===== src/rtl/huffman_pkg.sv =====
// Shared Huffman code table, widths and FSM encoding for the encoder/decoder pair.
package huffman_pkg;

  localparam int MAX_LEN = 6;
  localparam int SYM_W   = 4;
  localparam int NUM_SYM = 10;

  // Codes are right-aligned; LEN gives how many low bits are significant.
  localparam logic [MAX_LEN-1:0] CODE [NUM_SYM] = '{
    6'b111111, 6'b000000, 6'b000101, 6'b001101, 6'b000100,
    6'b001100, 6'b011110, 6'b001110, 6'b111110, 6'b000001
  };
  localparam logic [2:0] LEN [NUM_SYM] = '{
    3'd6, 3'd2, 3'd3, 3'd4, 3'd3, 3'd4, 3'd5, 3'd4, 3'd6, 3'd2
  };

  localparam logic [1:0] ST_IDLE_ENC = 2'd0;
  localparam logic [1:0] ST_HUNT_ENC = 2'd1;
  localparam logic [1:0] ST_ACC_ENC  = 2'd2;

  typedef enum logic [1:0] {
    ST_IDLE = ST_IDLE_ENC,
    ST_HUNT = ST_HUNT_ENC,
    ST_ACC  = ST_ACC_ENC
  } state_t;

  function automatic logic [MAX_LEN-1:0] len_mask(input logic [2:0] len);
    len_mask = (6'd1 << len) - 6'd1;
  endfunction

endpackage


===== src/rtl/huffman_code_match.sv =====
// Combinational lookup of a right-aligned partial codeword against the shared table.
module huffman_code_match
  import huffman_pkg::*;
(
  input  logic [5:0] sreg,
  input  logic [2:0] len,
  output logic       hit,
  output logic [3:0] sym
);

  // Scan every table entry; the prefix property guarantees at most one hit.
  always_comb begin
    hit = 1'b0;
    sym = 4'd0;
    for (int i = 0; i < NUM_SYM; i++) begin
      if ((len == LEN[i]) && ((sreg & len_mask(len)) == CODE[i])) begin
        hit = 1'b1;
        sym = 4'(i);
      end else begin
        hit = hit;
        sym = sym;
      end
    end
  end

endmodule


===== src/rtl/huffman_decoder.sv =====
// Serial Huffman decoder: rebuilds 4-bit symbols from a strobed, MSB-first code bitstream.
module huffman_decoder
  import huffman_pkg::*;
#(
  parameter int GAP_MAX = 16,
  parameter int CNT_W   = 16
) (
  input  logic             Clk_in,
  input  logic             n_Rst,
  input  logic             Start,
  input  logic             Bit_in,
  input  logic             Bit_valid,
  output logic [3:0]       Data_out,
  output logic             Data_valid,
  output logic             Busy,
  output logic             Err,
  output logic [CNT_W-1:0] Sym_count
);

  localparam int GAP_W = $clog2(GAP_MAX + 1);

  state_t             state_r, state_nxt_s;
  logic [5:0]         sreg_r, sreg_nxt_s, cand_sreg_s;
  logic [2:0]         len_r, len_nxt_s, cand_len_s;
  logic [GAP_W-1:0]   gap_r, gap_nxt_s;
  logic               load_sym_s, timeout_s, hit_s;
  logic [3:0]         sym_s;
  logic [3:0]         data_out_r;
  logic               data_valid_r, busy_r, err_r;
  logic [CNT_W-1:0]   sym_count_r;

  // Matching looks at the codeword including the bit arriving this cycle.
  assign cand_sreg_s = {sreg_r[4:0], Bit_in};
  assign cand_len_s  = len_r + 3'd1;

  huffman_code_match u_match (
    .sreg (cand_sreg_s),
    .len  (cand_len_s),
    .hit  (hit_s),
    .sym  (sym_s)
  );

  // Next-state and datapath control.
  always_comb begin
    state_nxt_s = state_r;
    sreg_nxt_s  = sreg_r;
    len_nxt_s   = len_r;
    gap_nxt_s   = gap_r;
    load_sym_s  = 1'b0;
    timeout_s   = 1'b0;
    if (Start) begin
      state_nxt_s = ST_HUNT;
      len_nxt_s   = 3'd0;
      gap_nxt_s   = '0;
    end else begin
      case (state_r)
        ST_IDLE: begin
          state_nxt_s = ST_IDLE;
        end
        ST_HUNT: begin
          if (Bit_valid) begin
            sreg_nxt_s  = cand_sreg_s;
            len_nxt_s   = 3'd1;
            gap_nxt_s   = '0;
            state_nxt_s = ST_ACC;
          end else begin
            state_nxt_s = ST_HUNT;
          end
        end
        ST_ACC: begin
          if (Bit_valid) begin
            sreg_nxt_s = cand_sreg_s;
            gap_nxt_s  = '0;
            if (hit_s) begin
              load_sym_s  = 1'b1;
              len_nxt_s   = 3'd0;
              state_nxt_s = ST_HUNT;
            end else begin
              len_nxt_s = cand_len_s;
            end
          end else if (gap_r == GAP_W'(GAP_MAX - 1)) begin
            timeout_s   = 1'b1;
            len_nxt_s   = 3'd0;
            gap_nxt_s   = '0;
            state_nxt_s = ST_HUNT;
          end else begin
            gap_nxt_s = gap_r + GAP_W'(1);
          end
        end
        default: begin
          state_nxt_s = ST_IDLE;
          len_nxt_s   = 3'd0;
          gap_nxt_s   = '0;
        end
      endcase
    end
  end

  // FSM state, shift register and gap counter.
  always_ff @(posedge Clk_in or negedge n_Rst) begin
    if (!n_Rst) begin
      state_r <= ST_IDLE;
      sreg_r  <= 6'd0;
      len_r   <= 3'd0;
      gap_r   <= '0;
    end else begin
      state_r <= state_nxt_s;
      sreg_r  <= sreg_nxt_s;
      len_r   <= len_nxt_s;
      gap_r   <= gap_nxt_s;
    end
  end

  // Registered outputs and the sticky error / symbol counter.
  always_ff @(posedge Clk_in or negedge n_Rst) begin
    if (!n_Rst) begin
      data_out_r   <= 4'hF;
      data_valid_r <= 1'b0;
      busy_r       <= 1'b0;
      err_r        <= 1'b0;
      sym_count_r  <= '0;
    end else begin
      data_valid_r <= load_sym_s;
      busy_r       <= (state_nxt_s == ST_ACC);
      if (load_sym_s) begin
        data_out_r <= sym_s;
      end
      if (Start) begin
        err_r       <= 1'b0;
        sym_count_r <= '0;
      end else begin
        if (timeout_s) begin
          err_r <= 1'b1;
        end
        if (load_sym_s) begin
          sym_count_r <= sym_count_r + CNT_W'(1);
        end
      end
    end
  end

  assign Data_out   = data_out_r;
  assign Data_valid = data_valid_r;
  assign Busy       = busy_r;
  assign Err        = err_r;
  assign Sym_count  = sym_count_r;

endmodule

===== config.mk =====
export PLATFORM = sky130hd
export DESIGN_NAME = huffman_decoder
export DESIGN_NICKNAME = d
export VERILOG_FILES = /design/src/rtl/huffman_pkg.sv /design/src/rtl/huffman_code_match.sv /design/src/rtl/huffman_decoder.sv
export SDC_FILE = /design/constraint.sdc
export NUM_CORES = 1
export LEC_CHECK = 0
export ABC_AREA = 0
export BUFFER_PORTS_ARGS = -buffer_cell sky130_fd_sc_hd__buf_2
export CORE_ASPECT_RATIO = 0.9
export CORE_MARGIN = 3
export CORE_UTILIZATION = 50
export DETAILED_ROUTE_END_ITERATION = 10
export GPL_TIMING_DRIVEN = 0
export PLACE_DENSITY = 0.77
export SLEW_MARGIN = 20
export SYNTH_ARGS = -nofsm -noshare
export SYNTH_HDL_FRONTEND = slang
export SYNTH_HIERARCHICAL = 1
export SYNTH_SLANG_ARGS = --single-unit

===== constraint.sdc =====
create_clock -name Clk_in -period 8.6 [get_ports Clk_in]
set_clock_uncertainty 0.2 [all_clocks]
set_input_delay 2.58 -clock Clk_in [delete_from_list [all_inputs] [get_ports Clk_in]]
set_output_delay 2.58 -clock Clk_in [all_outputs]
set_load 0.01 [all_outputs]

==> impl_metrics.yaml <==
run_status:
  outcome: "finished, final reports clean"
clock_network:
  cts_max_path_buffers: 2
  cts_root_buf: "clkbuf_8"
  cts_setup_buffers: 0
  h-tree-depth: 2
  cts_tree: "built"
  cts.clk_slew.worst_paths_ns: 0.08
  cts_made_buffers: 5
  cts.repair.resized: 0
  clkLatencyLatePin_ns: 0.29
  numClockSinks: 38
  cts_hold_buf: 0
critical_path:
  cp.arrival_ns: 4.59
  worstSetupPathType: "in2reg"
  worstPathCellList: "buf_2 > or3b_4 > nand3_1 > nand3_2 > or2_1 > clkbuf_1 > or4_1 > a21oi_1"
  critPathLaunchType: "input port"
  crit_slowest_cell: "or4_1"
  cp.required_ns: 8.61
  crit_family: "simple AND/OR/NAND/NOR gates"
  cp_max_fo: 7
  worstSetupEndpointType: "register"
  cp_num_buf_inv: 2
  critPathMaxStageDelay_ns: 0.49
detailed_routing:
  via_per_inst: 5.646
  post_drt_wl_per_cell_um: 14.46
  first_iter_violations: 78
  vias: 1773
  ant_nets: 0
  dr.pass1.iters: 4
  drc: 0
  wl_um: 4539
pwr:
  power.net_switching_uw: 111.2
  seqPwrFrac: 0.500
  switching_share: 0.2729
  ir_drop_mv: 0.1588
  p_int_uw: 296.4
  leakagePower_nw: 1.137
  p_comb_frac: 0.132
  pwr-share-clk: 0.368
  pwr_density_cell_nw_per_um2: 165.9
timing:
  post-route-min-period_ns: 4.580
  setup_viol: 0
  fin_crit_sh: 0.5325
  drv_slew: 0
  rsz0062_at_grt: "no"
  timing.fmax_mhz: 218.4
  finalHoldViolCount: 0
  fin_tns_setup_ns: 0
  relSlewSlack: 0.4459
  worstMarginPinSlew_ns: 0.8312
global_routing:
  grt_max_degree: 39
  grt_pass1_wl_um: 7272
  grt_usage: 0.1891
  overflow: 0
  antenna_found_initial: 0
  grt_pass1_vias: 1552
floorplanning:
  ios: 28
  fp.coreArea_um2: 4129
  die_w_um: 75.26
  initial_utilization: 0.5227
  fp.dieH_um: 68.33
  die-area_um2: 5142
  placementRows: 22
final_layout:
  drive_gt1_frac: 0.2256
  area_growth_pct: 13.86
  diodes: 0
  fin_cells: 314
  fin_area_um2: 2457
  seq_area_um2: 955.9
  nets: 277
  multi_input_area_um2: 1124
  n_fill_cell: 372
yosys:
  yosysSeqAreaShare: 0.4429
  synth_cell_types: 54
  ys_ff_latch: 38
  synth.avg_cell_area_um2: 9.303
  async_flop_share: 1.000
  yosys-top-cells-area: "dfrtp_1, dfstp_2, nand2_1, ha_1, a21oi_1"
  netlist_instances: 232
  yosysTopAreaCell: "dfrtp_1"
  synth_warnings: 6
  yosysTopAreaCellShare: 0.3942
  syn_area_um2: 2158
  synth-main-ff-cell: "dfrtp_1"
  synth_enable_flop_cells: 0
  syn_nets: 244
placed_design:
  hpwlAfterDp_um: 3231
  place_area_um2: 2349
  numPortBuffers: 26
  placed_cells: 306
  place.gp.congestion: 0.8970
job:
  maxCapViolations: 0
worst_hold_path:
  hp-class: "reg2reg"
-- synthesized netlist by cell type, types with 5 or more instances --
| library cell | count |
|---|---|
| a21oi_1 | 13 |
| inv_1 | 8 |
| mux2_2 | 5 |
| nand2_1 | 28 |
| ha_1 | 7 |
| nor3_1 | 6 |
| xor2_1 | 5 |
| nand3_1 | 9 |
| or3_1 | 7 |
| clkbuf_1 | 9 |
| dfrtp_1 | 34 |
| o31ai_1 | 5 |
| o21ai_0 | 12 |
| nor2b_1 | 5 |
| nor2_1 | 13 |
-- logic make-up (layout without fill, tap and decap cells) --
logic type	count (synthesis)	in the layout	synth area share
and+or+nand+nor	108	108	0.2899
AOI/OAI and AO/OA	45	45	0.1275
DFF	38	38	0.4429
buffers and inverters	20	54	0.03652
xor gates and xnor gates	9	9	0.03652
adders and majority gates	7	7	0.04058
muxes	5	5	0.02609
-- flip-flops by register name, summed over array words and instances (netlist names) --
register	cells
sreg_r	5
Busy	1
len_r	3
gap_r	5
Data_out	4
state_r	2
Data_valid	1
Err	1
Sym_count	16
-- power groups by stage --
stage               combinational, mW  clock, mW  sequential [mW]
CTS                            0.0541      0.152            0.204
detailed placement             0.0537          0            0.207
floorplan                      0.0393          0            0.204
global placement               0.0518          0            0.207
global route                   0.0611      0.162            0.206
finish                         0.0539      0.150            0.204
-- worst register-to-register path, cell delays in order (launching register included) --
cell and delay (ns):
dfrtp_1 0.40, ha_1 0.32, clkbuf_1 0.22, or3b_2 0.51, ha_1 0.30, nand2b_2 0.21, or3_1 0.35, or3b_4 0.40
nand3_1 0.24, nand3_2 0.18, or2_1 0.25, clkbuf_1 0.17, or4_1 0.49, a21oi_1 0.15
-- path summary, 6_finish.rpt --
kind / slack [ns] / cells after the start / from / end
max: 4.02 / 8 / Bit_in / Sym_count[11]$_DFFE_PN0P_
min: 0.29 / 2 / sreg_r[4]$_DFFE_PN0P_ / sreg_r[4]$_DFFE_PN0P_
max reg2reg: 4.15 / 13 / len_r[0]$_DFFE_PN0P_ / Sym_count[11]$_DFFE_PN0P_
min reg2reg: 0.29 / 2 / sreg_r[4]$_DFFE_PN0P_ / sreg_r[4]$_DFFE_PN0P_
max in group asynchronous: 5.48 / 1 / n_Rst / gap_r[4]$_DFFE_PN0P_
min in group asynchronous: 2.18 / 1 / n_Rst / Sym_count[6]$_DFFE_PN0P_
-- stage by stage --
stage	hold slack (ns)	utilization	power, mW	worst slack, ns
after CTS	0.2983	0.5952	0.4097	4.031
after global routing	0.3155	0.5952	0.4295	3.890
after floorplan	0.2461	-	0.2428	4.087
after detailed placement	0.2784	0.5688	0.2610	3.736
final	0.2938	0.5952	0.4077	4.020
after global placement	0.2628	0.5688	0.2587	3.756
-- per-layer routing --
metal	vias up	GRT usage	share of wire
li1	895	-	-
met1	838	0.2824	0.52
met2	35	0.2685	0.44
met3	5	0.04699	0.033
met4	0	0.05677	0.011
met5	-	0	0
-- cells in the final DEF, fill, tap and decap left out, types with 5 or more instances in the layout --
cell      Yosys  routed
buf_2         3      29
dfrtp_1      34      34
o31ai_1       5       5
inv_1         8       8
nor3_1        6       6
nor2b_1       5       5
nand2_1      28      28
ha_1          7       7
mux2_2        5       5
a21oi_1      13      13
nor2_1       13      13
o21ai_0      12      12
or3_1         7       7
clkbuf_1      9       9
xor2_1        5       5
clkbuf_8      0       5
nand3_1       9       9
-- layout make-up --
cell class / instances / area share
inverters: 8 / 0.01222
clock buffers: 5 / 0.02800
repair buffers: 26 / 0.05295
multi-input cells: 174 / 0.4572
flip-flops and latches: 38 / 0.3890
clock inverters: 3 / 0.01629
well taps: 48 / 0.02444
plain buffers: 12 / 0.01986
(Power assumes the default switching activity.)
